[src/rtl/l1_tags_ctl.sv]
// l1_tags_ctl: front-end sequencer/arbiter for one L1 tags array.
//
// Shares the tags array's access, invalidate and clear request/ack channels
// between the CPU access port, a small FIFO of coherence invalidations and
// maintenance clear requests. Only one tags request is outstanding at a time.
//
//   state   | meaning
//   --------+---------------------------------------------------------
//   S_IDLE  | no tags request outstanding; grants are decided here
//   S_ACC   | CPU access issued on the access channel, awaiting ack
//   S_INV   | FIFO-head invalidation issued, awaiting ack
//   S_CLR   | full tags clear issued, awaiting ack
//
// Ports:
//   clk, rst                  clock, synchronous active-high reset
//   i_cpu_*/o_cpu_*           CPU access request and completion
//   i_inv_push/i_inv_adr      invalidation enqueue; o_inv_full back-pressure
//   i_clr_req                 clear request pulse; o_clr_busy, o_clr_done
//   o_tag_*/i_tag_*           tags array request/ack channels
//
// Optional build macro L1_TAGS_CTL_STATS_EN adds o_stat_acc, o_stat_hit and
// o_stat_inv: wrapping counts of CPU acks, CPU hit acks and invalidation acks.

module l1_tags_ctl #(
  parameter int INV_FIFO_DEPTH_LOG2 = 2,
  parameter int INV_STARVE_LIMIT    = 4
) (
  input  logic        clk,
  input  logic        rst,
  input  logic        i_cpu_req,
  input  logic [31:0] i_cpu_adr,
  input  logic        i_cpu_wen,
  output logic        o_cpu_ack,
  output logic        o_cpu_hit,
  output logic        o_cpu_way,
  input  logic        i_inv_push,
  input  logic [31:0] i_inv_adr,
  output logic        o_inv_full,
  input  logic        i_clr_req,
  output logic        o_clr_busy,
  output logic        o_clr_done,
  output logic        o_tag_acc_req,
  output logic [31:0] o_tag_acc_adr,
  output logic        o_tag_acc_wen,
  input  logic        i_tag_acc_ack,
  input  logic        i_tag_acc_hit,
  input  logic        i_tag_acc_way,
  output logic        o_tag_inv_req,
  output logic [31:0] o_tag_inv_adr,
  input  logic        i_tag_inv_ack,
  output logic        o_tag_clr_req,
  input  logic        i_tag_clr_ack
`ifdef L1_TAGS_CTL_STATS_EN
  ,
  output logic [31:0] o_stat_acc,
  output logic [31:0] o_stat_hit,
  output logic [31:0] o_stat_inv
`endif
);

  localparam int PW    = INV_FIFO_DEPTH_LOG2;
  localparam int CW    = INV_FIFO_DEPTH_LOG2 + 1;
  localparam int DEPTH = 1 << INV_FIFO_DEPTH_LOG2;
  localparam logic [PW-1:0] PTR_ONE    = 1;
  localparam logic [CW-1:0] CNT_FULL   = CW'(DEPTH);
  localparam logic [3:0]    STARVE_MAX = 4'(INV_STARVE_LIMIT);

  typedef enum logic [1:0] {S_IDLE, S_ACC, S_INV, S_CLR} state_t;

  state_t        state_q, state_d;
  logic          grant_acc, grant_inv, grant_clr;
  logic          clr_pending_q, clr_want;
  logic [3:0]    starve_q;
  logic [31:0]   acc_adr_q, inv_adr_q;
  logic          acc_wen_q;

  logic [31:0]   fifo_mem [DEPTH];
  logic [PW-1:0] wr_ptr_q, rd_ptr_q;
  logic [CW-1:0] cnt_q, cnt_d;
  logic          inv_full_q, fifo_empty, push_ok;

  assign fifo_empty = (cnt_q == '0);
  assign push_ok    = i_inv_push & ~inv_full_q;
  // A clear pulse arriving in Idle is granted immediately rather than
  // waiting a cycle in clr_pending behind a CPU request.
  assign clr_want   = clr_pending_q | i_clr_req;

  always_comb begin
    state_d   = state_q;
    grant_acc = 1'b0;
    grant_inv = 1'b0;
    grant_clr = 1'b0;
    case (state_q)
      S_IDLE: begin
        if (clr_want) begin
          grant_clr = 1'b1;
          state_d   = S_CLR;
        end else if (!fifo_empty && starve_q == STARVE_MAX) begin
          grant_inv = 1'b1;
          state_d   = S_INV;
        end else if (i_cpu_req) begin
          grant_acc = 1'b1;
          state_d   = S_ACC;
        end else if (!fifo_empty) begin
          grant_inv = 1'b1;
          state_d   = S_INV;
        end
      end
      S_ACC:   if (i_tag_acc_ack) state_d = S_IDLE;
      S_INV:   if (i_tag_inv_ack) state_d = S_IDLE;
      S_CLR:   if (i_tag_clr_ack) state_d = S_IDLE;
      default: state_d = S_IDLE;
    endcase
  end

  // Clear flushes queued entries; a push landing in the same cycle survives.
  always_comb begin
    if (grant_clr) cnt_d = push_ok ? CW'(1) : '0;
    else           cnt_d = cnt_q + CW'(push_ok) - CW'(grant_inv);
  end

  always_ff @(posedge clk) begin
    if (rst) begin
      state_q       <= S_IDLE;
      clr_pending_q <= 1'b0;
      starve_q      <= '0;
      acc_adr_q     <= '0;
      acc_wen_q     <= 1'b0;
      inv_adr_q     <= '0;
      wr_ptr_q      <= '0;
      rd_ptr_q      <= '0;
      cnt_q         <= '0;
      inv_full_q    <= 1'b0;
    end else begin
      state_q    <= state_d;
      cnt_q      <= cnt_d;
      inv_full_q <= (cnt_d == CNT_FULL);
      if (push_ok) wr_ptr_q <= wr_ptr_q + PTR_ONE;
      if (grant_clr)      rd_ptr_q <= wr_ptr_q;
      else if (grant_inv) rd_ptr_q <= rd_ptr_q + PTR_ONE;

      if (grant_clr)                          clr_pending_q <= 1'b0;
      else if (i_clr_req && state_q != S_CLR) clr_pending_q <= 1'b1;

      if (fifo_empty || grant_inv)              starve_q <= '0;
      else if (grant_acc && starve_q != STARVE_MAX) starve_q <= starve_q + 4'd1;

      if (grant_acc) begin
        acc_adr_q <= i_cpu_adr;
        acc_wen_q <= i_cpu_wen;
      end
      if (grant_inv) inv_adr_q <= fifo_mem[rd_ptr_q];
    end
  end

  always_ff @(posedge clk) begin
    if (push_ok) fifo_mem[wr_ptr_q] <= i_inv_adr;
  end

  assign o_tag_acc_req = (state_q == S_ACC);
  assign o_tag_acc_adr = acc_adr_q;
  assign o_tag_acc_wen = acc_wen_q;
  assign o_tag_inv_req = (state_q == S_INV);
  assign o_tag_inv_adr = inv_adr_q;
  assign o_tag_clr_req = (state_q == S_CLR);

  assign o_cpu_ack  = (state_q == S_ACC) & i_tag_acc_ack;
  assign o_cpu_hit  = o_cpu_ack & i_tag_acc_hit;
  assign o_cpu_way  = o_cpu_ack & i_tag_acc_way;
  assign o_inv_full = inv_full_q;
  assign o_clr_busy = clr_pending_q | (state_q == S_CLR);
  assign o_clr_done = (state_q == S_CLR) & i_tag_clr_ack;

`ifdef L1_TAGS_CTL_STATS_EN
  logic [31:0] stat_acc_q, stat_hit_q, stat_inv_q;

  always_ff @(posedge clk) begin
    if (rst) begin
      stat_acc_q <= '0;
      stat_hit_q <= '0;
      stat_inv_q <= '0;
    end else begin
      if (o_cpu_ack) stat_acc_q <= stat_acc_q + 32'd1;
      if (o_cpu_hit) stat_hit_q <= stat_hit_q + 32'd1;
      if (state_q == S_INV && i_tag_inv_ack) stat_inv_q <= stat_inv_q + 32'd1;
    end
  end

  assign o_stat_acc = stat_acc_q;
  assign o_stat_hit = stat_hit_q;
  assign o_stat_inv = stat_inv_q;
`endif

endmodule

[config.mk]
export PLATFORM = sky130hd
export DESIGN_NAME = l1_tags_ctl
export DESIGN_NICKNAME = d
export VERILOG_FILES = /design/src/rtl/l1_tags_ctl.sv
export SDC_FILE = /design/constraint.sdc
export NUM_CORES = 1
export LEC_CHECK = 0
export ABC_CLOCK_PERIOD_IN_PS = 6550
export CORE_MARGIN = 2
export CORE_UTILIZATION = 35
export CTS_BUF_LIST = sky130_fd_sc_hd__clkbuf_2
export DETAILED_ROUTE_END_ITERATION = 10
export GPL_TIMING_DRIVEN = 0
export PLACE_DENSITY = 0.59
export SYNTH_ARGS = -nofsm -noshare
export SYNTH_HDL_FRONTEND = slang
export SYNTH_SLANG_ARGS = --single-unit
export TNS_END_PERCENT = 50
[constraint.sdc]
create_clock -name clk -period 6.55 [get_ports clk]
set_clock_uncertainty 0.05 [all_clocks]
set_input_delay 1.31 -clock clk [delete_from_list [all_inputs] [get_ports clk]]
set_output_delay 1.31 -clock clk [all_outputs]
set_load 0.01 [all_outputs]
# Yosys cells after proc, flatten, opt, wreduce, memory -nomap -nowiden
# Memory sizes are Yosys's and may differ from the RTL's. A register that Yosys moved wholly into a read port is not among the register bits.
# Index checks and enable logic that the tools add are counted.
# totals
register_bits,48
latchBits,0
mem_bits_rw,128
mem_bits_ro,0
inputBits,75
n_memories,1
# classes
addsub,5
multipliers,0
div,0
magnitude_cmp,0
eq_ne,11
shift,0
n_mux,25
n_bitwise,8
reduce_logical,11
# mem_list
memory,words,width,read_ports,rd_ports_with_merged_regs,write_ports,line,text
fifo_mem,4,32,1,1,1,77,logic [31:0] fifo_mem [DEPTH];
# ops
cell,count
2-to-1 mux 2 bit,9
2-to-1 mux 1 bit,14
case mux 2 bit (4 select lines),1
inequality test 2 x 1 -> 1 bit (second input constant),3
bitwise AND 1 bit,5
inequality test 5 bit (second input constant),1
adder 2 x 1 -> 2 bit (second input constant),2
adder 4 x 1 -> 4 bit (second input constant),1
equality test 2 bit (second input constant),2
equality test 4 x 3 -> 1 bit (second input constant),1
inequality test 4 x 3 -> 1 bit (second input constant),1
AND reduction 4 bit,1
OR reduction 2 bit,2
adder 3 x 1 -> 3 bit,1
equality test 3 bit (second input constant),1
logical AND 1 bit,3
zero test 3 bit,1
2-to-1 mux 3 bit,1
subtractor 3 x 1 -> 3 bit,1
equality test 2 x 1 -> 1 bit (second input constant),1
zero test 2 bit,1
inequality test 2 bit (second input constant),1
bitwise OR 1 bit,2
nonzero test 2 bit,1
other kinds (3),3

# Longest topological paths before layout
# depth
depth_word,9
mapped_depth,15
ltp_nobuf,14

# Worst setup path before layout
# Ideal clock, no wire load.
# synth_path
path_type,input to register
from,input i_cpu_req
to,register inv_full_q (netlist: o_inv_full)
setup_ns,0.060
arrival_ns,3.711
slack_ns,2.729
path_stages,14
path_buffers,2
path_cell_list,clkbuf_2 > inv_1 > o211ai_1 > inv_2 > buf_2 > ha_1 > inv_1 > ha_1 > inv_1 > fa_1 > xor2_1 > nor2_1 > nor4b_1 > and3b_1
# synth_via
elab_chain_cells,7
# synth_rtl
element,line,text
start: declaration,30,"input logic i_cpu_req,"
2-to-1 mux 1 bit,101,end else if (i_cpu_req) begin
2-to-1 mux 1 bit,98,end else if (!fifo_empty && starve_q == STARVE_MAX) begin
2-to-1 mux 1 bit,95,if (clr_want) begin
2-to-1 mux 1 bit,93,case (state_q)
net grant_inv,71,"logic grant_acc, grant_inv, grant_clr;"
subtractor 3 x 1 -> 3 bit,119,else cnt_d = cnt_q + CW'(push_ok) - CW'(grant_inv);
2-to-1 mux 3 bit,118,if (grant_clr) cnt_d = push_ok ? CW'(1) : '0;
equality test 3 bit,137,inv_full_q <= (cnt_d == CNT_FULL);
end signal: assignment,137,
end: declaration,80,"logic inv_full_q, fifo_empty, push_ok;"
# The timed path passes the listed nets, and every way through them passes these cells.
# A chain may end at the register's enable or synchronous reset.

# Final worst setup path
# layout_path
from,input i_clr_req
to,register inv_full_q (netlist: o_inv_full)
# layout_via
elab_chain_cells,6
elab_cells_between_ends,8
classes_between,add/sub: 1; eq/ne: 1; mux: 5; bitwise: 1
# layout_rtl
element,line,text
start: declaration,39,"input logic i_clr_req,"
bitwise OR 1 bit,86,assign clr_want = clr_pending_q | i_clr_req;
2-to-1 mux 1 bit,95,
2-to-1 mux 1 bit,93,
net grant_inv,71,
subtractor 3 x 1 -> 3 bit,119,
2-to-1 mux 3 bit,118,
equality test 3 bit,137,
# The timed path passes the listed nets, and every way through them passes these cells.

==> impl_metrics.csv <==
group,metric,value,unit
outcome,outcome,"complete, no violations",
synthesis,netlist-cell-type-count,43,
final_layout,layout-drive-gt1-share,17.5,%
synthesis,postSynthRegisterBits,208,
power_and_ir_drop,power_report.internal_total,2.11,mW
power_and_ir_drop,combinational_cell_fraction_of_total_power,16.6,%
cts,worstSkewPairLatency,770,ps
power_and_ir_drop,vdd_ir_drop_max,125,µV
detailed_routing,final_antenna_net_count,0,
power_and_ir_drop,p_leak,3.49,nW
synthesis,synthCells,563,
final_layout,mostFrequentLayoutCell,"sky130_fd_sc_hd__clkdlybuf4s50_1",
timing,final_setup_tns,0,ps
synthesis,synth_top_area_cell,"sky130_fd_sc_hd__edfxtp_1",
power_and_ir_drop,totalPowerFinal,2.92,mW
worst_setup_path,worst_setup_path_end_kind,"flip-flop",
worst_setup_path,timing_worst_setup_path_type,"input port to flip-flop",
synthesis,syn-cell-area,7800,µm²
place,detailedPlacementHpwl,12200,µm
die,io_pins,149,
die,start_util,35.7,%
grt,pin_count_of_the_biggest_net_entering_global_routing,29,
final_layout,mostFrequentLayoutCells,"147 x sky130_fd_sc_hd__clkdlybuf4s50_1, 137 x sky130_fd_sc_hd__nand2_1, 128 x sky130_fd_sc_hd__edfxtp_1, 80 x sky130_fd_sc_hd__dfxtp_1, 73 x sky130_fd_sc_hd__a21oi_1",
cts,cts_made_buffers,53,
timing,timing.slew.headroom,49.9,%
worst_hold_path,min-delay-path-class,"flip-flop to flip-flop",
worst_setup_path,startpoint_type,"input port",
synthesis,yosys.area.top_type_share,49.3,%
timing,timing.final.max_slew_violations,0,
detailed_routing,routed_wirelength,18300,µm
die,die_area,23500,µm²
synthesis,ys.flop_type,"sky130_fd_sc_hd__edfxtp_1",
place,gp_congestion,0.805,
synthesis,synth.top_cells.by_area,"sky130_fd_sc_hd__edfxtp_1 49%, sky130_fd_sc_hd__dfxtp_1 21%, sky130_fd_sc_hd__mux4_2 9.2%",
worst_setup_path,worst-endpoint-arrival,4670,ps
cts,clk_pin_slew,90,ps
cts,post_cts_resized,0,
grt,grt_overflow,0,
final_layout,final_net_count,853,
grt,grt_first_pass_wirelength,29000,µm
worst_setup_path,cp.required,7180,ps
synthesis,postSynthAreaPerCell,13.8,µm²
place,placement.io_buffers,147,
power_and_ir_drop,pwr_density_cell,285,nW/µm²
final_layout,final.fill_count,2011,
detailed_routing,via_count,5241,
timing,unrepaired_setup_endpoints_after_global_routing,"false",
power_and_ir_drop,power.switching_fraction,27.8,%
worst_setup_path,worstPathCellList,"clkdlybuf4s50_1 > nor4_4 > o211ai_1 > inv_2 > buf_2 > ha_1 > inv_1 > ha_1 > inv_1 > fa_1 > xor2_1 > nor2_1 > nor4b_1 > and3b_1",
die,die-height,153,µm
worst_setup_path,critical_path.max_fanout,10,
detailed_routing,dr.pass1.iters,4,
synthesis,yosys_warnings,0,
timing,timing_worst_slew_pin_value,751,ps
worst_setup_path,worst_path_max_delay_cell,"sky130_fd_sc_hd__clkdlybuf4s50_1",
power_and_ir_drop,share_clk_of_total_power,31.3,%
synthesis,synth_edf_count,128,
cts,post-cts-setup-buffer-count,0,
cts,ctsLongestPathBuffers,3,
timing,post-route-min-period,4040,ps
grt,initial_antenna_violation_count,0,
synthesis,synth-seq-area-share,69.8,%
run,max_cap_viol_count,0,
worst_setup_path,timing.critical_path.slowest_cell_delay,530,ps
timing,fmax,0.248,GHz
power_and_ir_drop,switching_power,0.810,mW
timing,hold_viol_final,0,
synthesis,synthArstFlopShare,0,%
final_layout,layout-area-overhead-vs-synth,31.3,%
power_and_ir_drop,share_seq_of_total_power,52.0,%
grt,vias_in_the_first_global_route,5595,
cts,tritoncts_clock_tree,"yes",
cts,ctsHoldBuffers,0,
timing,layout_worst_path_cycle_share,61.7,%
grt,grtUsageTotal,15.6,%
detailed_routing,detail_route.wl_per_cell,16.7,µm
detailed_routing,detailedRoute.firstIterationViolations,200,
final_layout,antennaDiodeCount,0,
worst_setup_path,rrSetupSlack,2820,ps
detailed_routing,viasPerCell,4.80,
die,die_w,153,µm
cts,total_number_of_clock_tree_sinks,208,
cts,htree_num_levels,2,
die,coreArea,21800,µm²
cts,clock_tree.root_cell,"sky130_fd_sc_hd__clkbuf_2",
synthesis,mappedNetlistNets,647,
die,placement_rows,54,
detailed_routing,drt_drc_violations_left,0,
timing,setup_viol,0,
[logic make-up (layout without fill, tap and decap cells)]
kind of cell | after synthesis | after routing | synth area share [%]
buf+inv | 43 | 293 | 2.58
compound gates | 85 | 85 | 6.08
mux | 35 | 35 | 9.63
fa+ha+maj | 9 | 9 | 1.54
xor+xnor | 5 | 5 | 0.562
flops | 208 | 208 | 69.8
simple gates | 178 | 178 | 9.76
[registers in the layout, indices dropped and copies added, names as in the netlist]
register / flops
state_q: 2
o_tag_inv_adr: 32
cnt_q: 3
clr_pending_q: 1
fifo_mem: 128
o_inv_full: 1
o_tag_acc_wen: 1
o_tag_acc_adr: 32
rd_ptr_q: 2
wr_ptr_q: 2
starve_q: 4
[synth_stat cells, drive strengths merged (2+ instances only)]
master and count:
and2 5, and3b 2, or3 2, o211ai 3, mux2i 3, a211oi 2, and3 3, nand2 137
nor3 3, dfxtp 80, xnor2 4, buf 12, a21oi 74, inv 12, mux4 32, edfxtp 128
clkbuf 19, nand3 3, nor2 13, nor4 2, ha 8, nor2b 2
[area by class of cell]
type                       count  area (µm²)  share of cell area [%]
inverter                      12        45.0                   0.440
buffer                        31         156                    1.53
clock buffer                  71         355                    3.47
sequential                   208        5450                    53.2
timing repair buffer         151        1550                    15.2
clock inverter                28         176                    1.72
tap                          280         350                    3.42
multi-input combinational    312        2150                    21.1
[power by group through the flow]
stage	Sequential (mW)	Combinational, mW	Clock [mW]
finish	1.52	0.485	0.915
global route	1.53	0.533	1.02
CTS	1.52	0.496	0.961
detailed placement	1.55	0.494	0
global placement	1.55	0.474	0
floorplan	1.55	0.273	0
[path summary, 6_finish.rpt]
kind | start | to | depth (start not counted)
worst max-delay path | i_clr_req | o_inv_full$_SDFF_PP0_ | 14
worst min-delay path | o_tag_acc_wen$_SDFFE_PP0P_ | o_tag_acc_wen$_SDFFE_PP0P_ | 2
worst max register to register | starve_q[0]$_SDFFE_PP0P_ | o_inv_full$_SDFF_PP0_ | 15
worst min register to register | o_tag_acc_wen$_SDFFE_PP0P_ | o_tag_acc_wen$_SDFFE_PP0P_ | 2
[through the flow]
stage	hold WS (ps)	setup slack, ps	std cells	area (µm²)	util, %
after CTS	412	2600	1093	10200	46.9
after global routing	435	2370	1093	10200	46.9
after floorplan	431	2730	563	7800	-
after detailed placement	396	1740	994	9700	44.5
final	413	2510	1093	10200	46.9
after global placement	391	1810	990	9620	44.1
[per-layer routing]
layer / vias up / global-route usage [%] / wire, µm
met5: - / 0 / 0
met3: 37 / 4.22 / 1330
li1: 2482 / - / -
met1: 2525 / 18.8 / 7690
met4: 0 / 5.51 / 353
met2: 197 / 26.8 / 8890
[critical path, delay by kind of cell]
family                   cells  cell delay (ps)
XOR/XNOR                     1              170
AO/OA/AOI/OAI                1              380
adder cells (fa/ha/maj)      3              770
buffers and inverters        5             1140
AND/OR/NAND/NOR              4              880
Note: power is estimated with default switching activity, not from simulation.
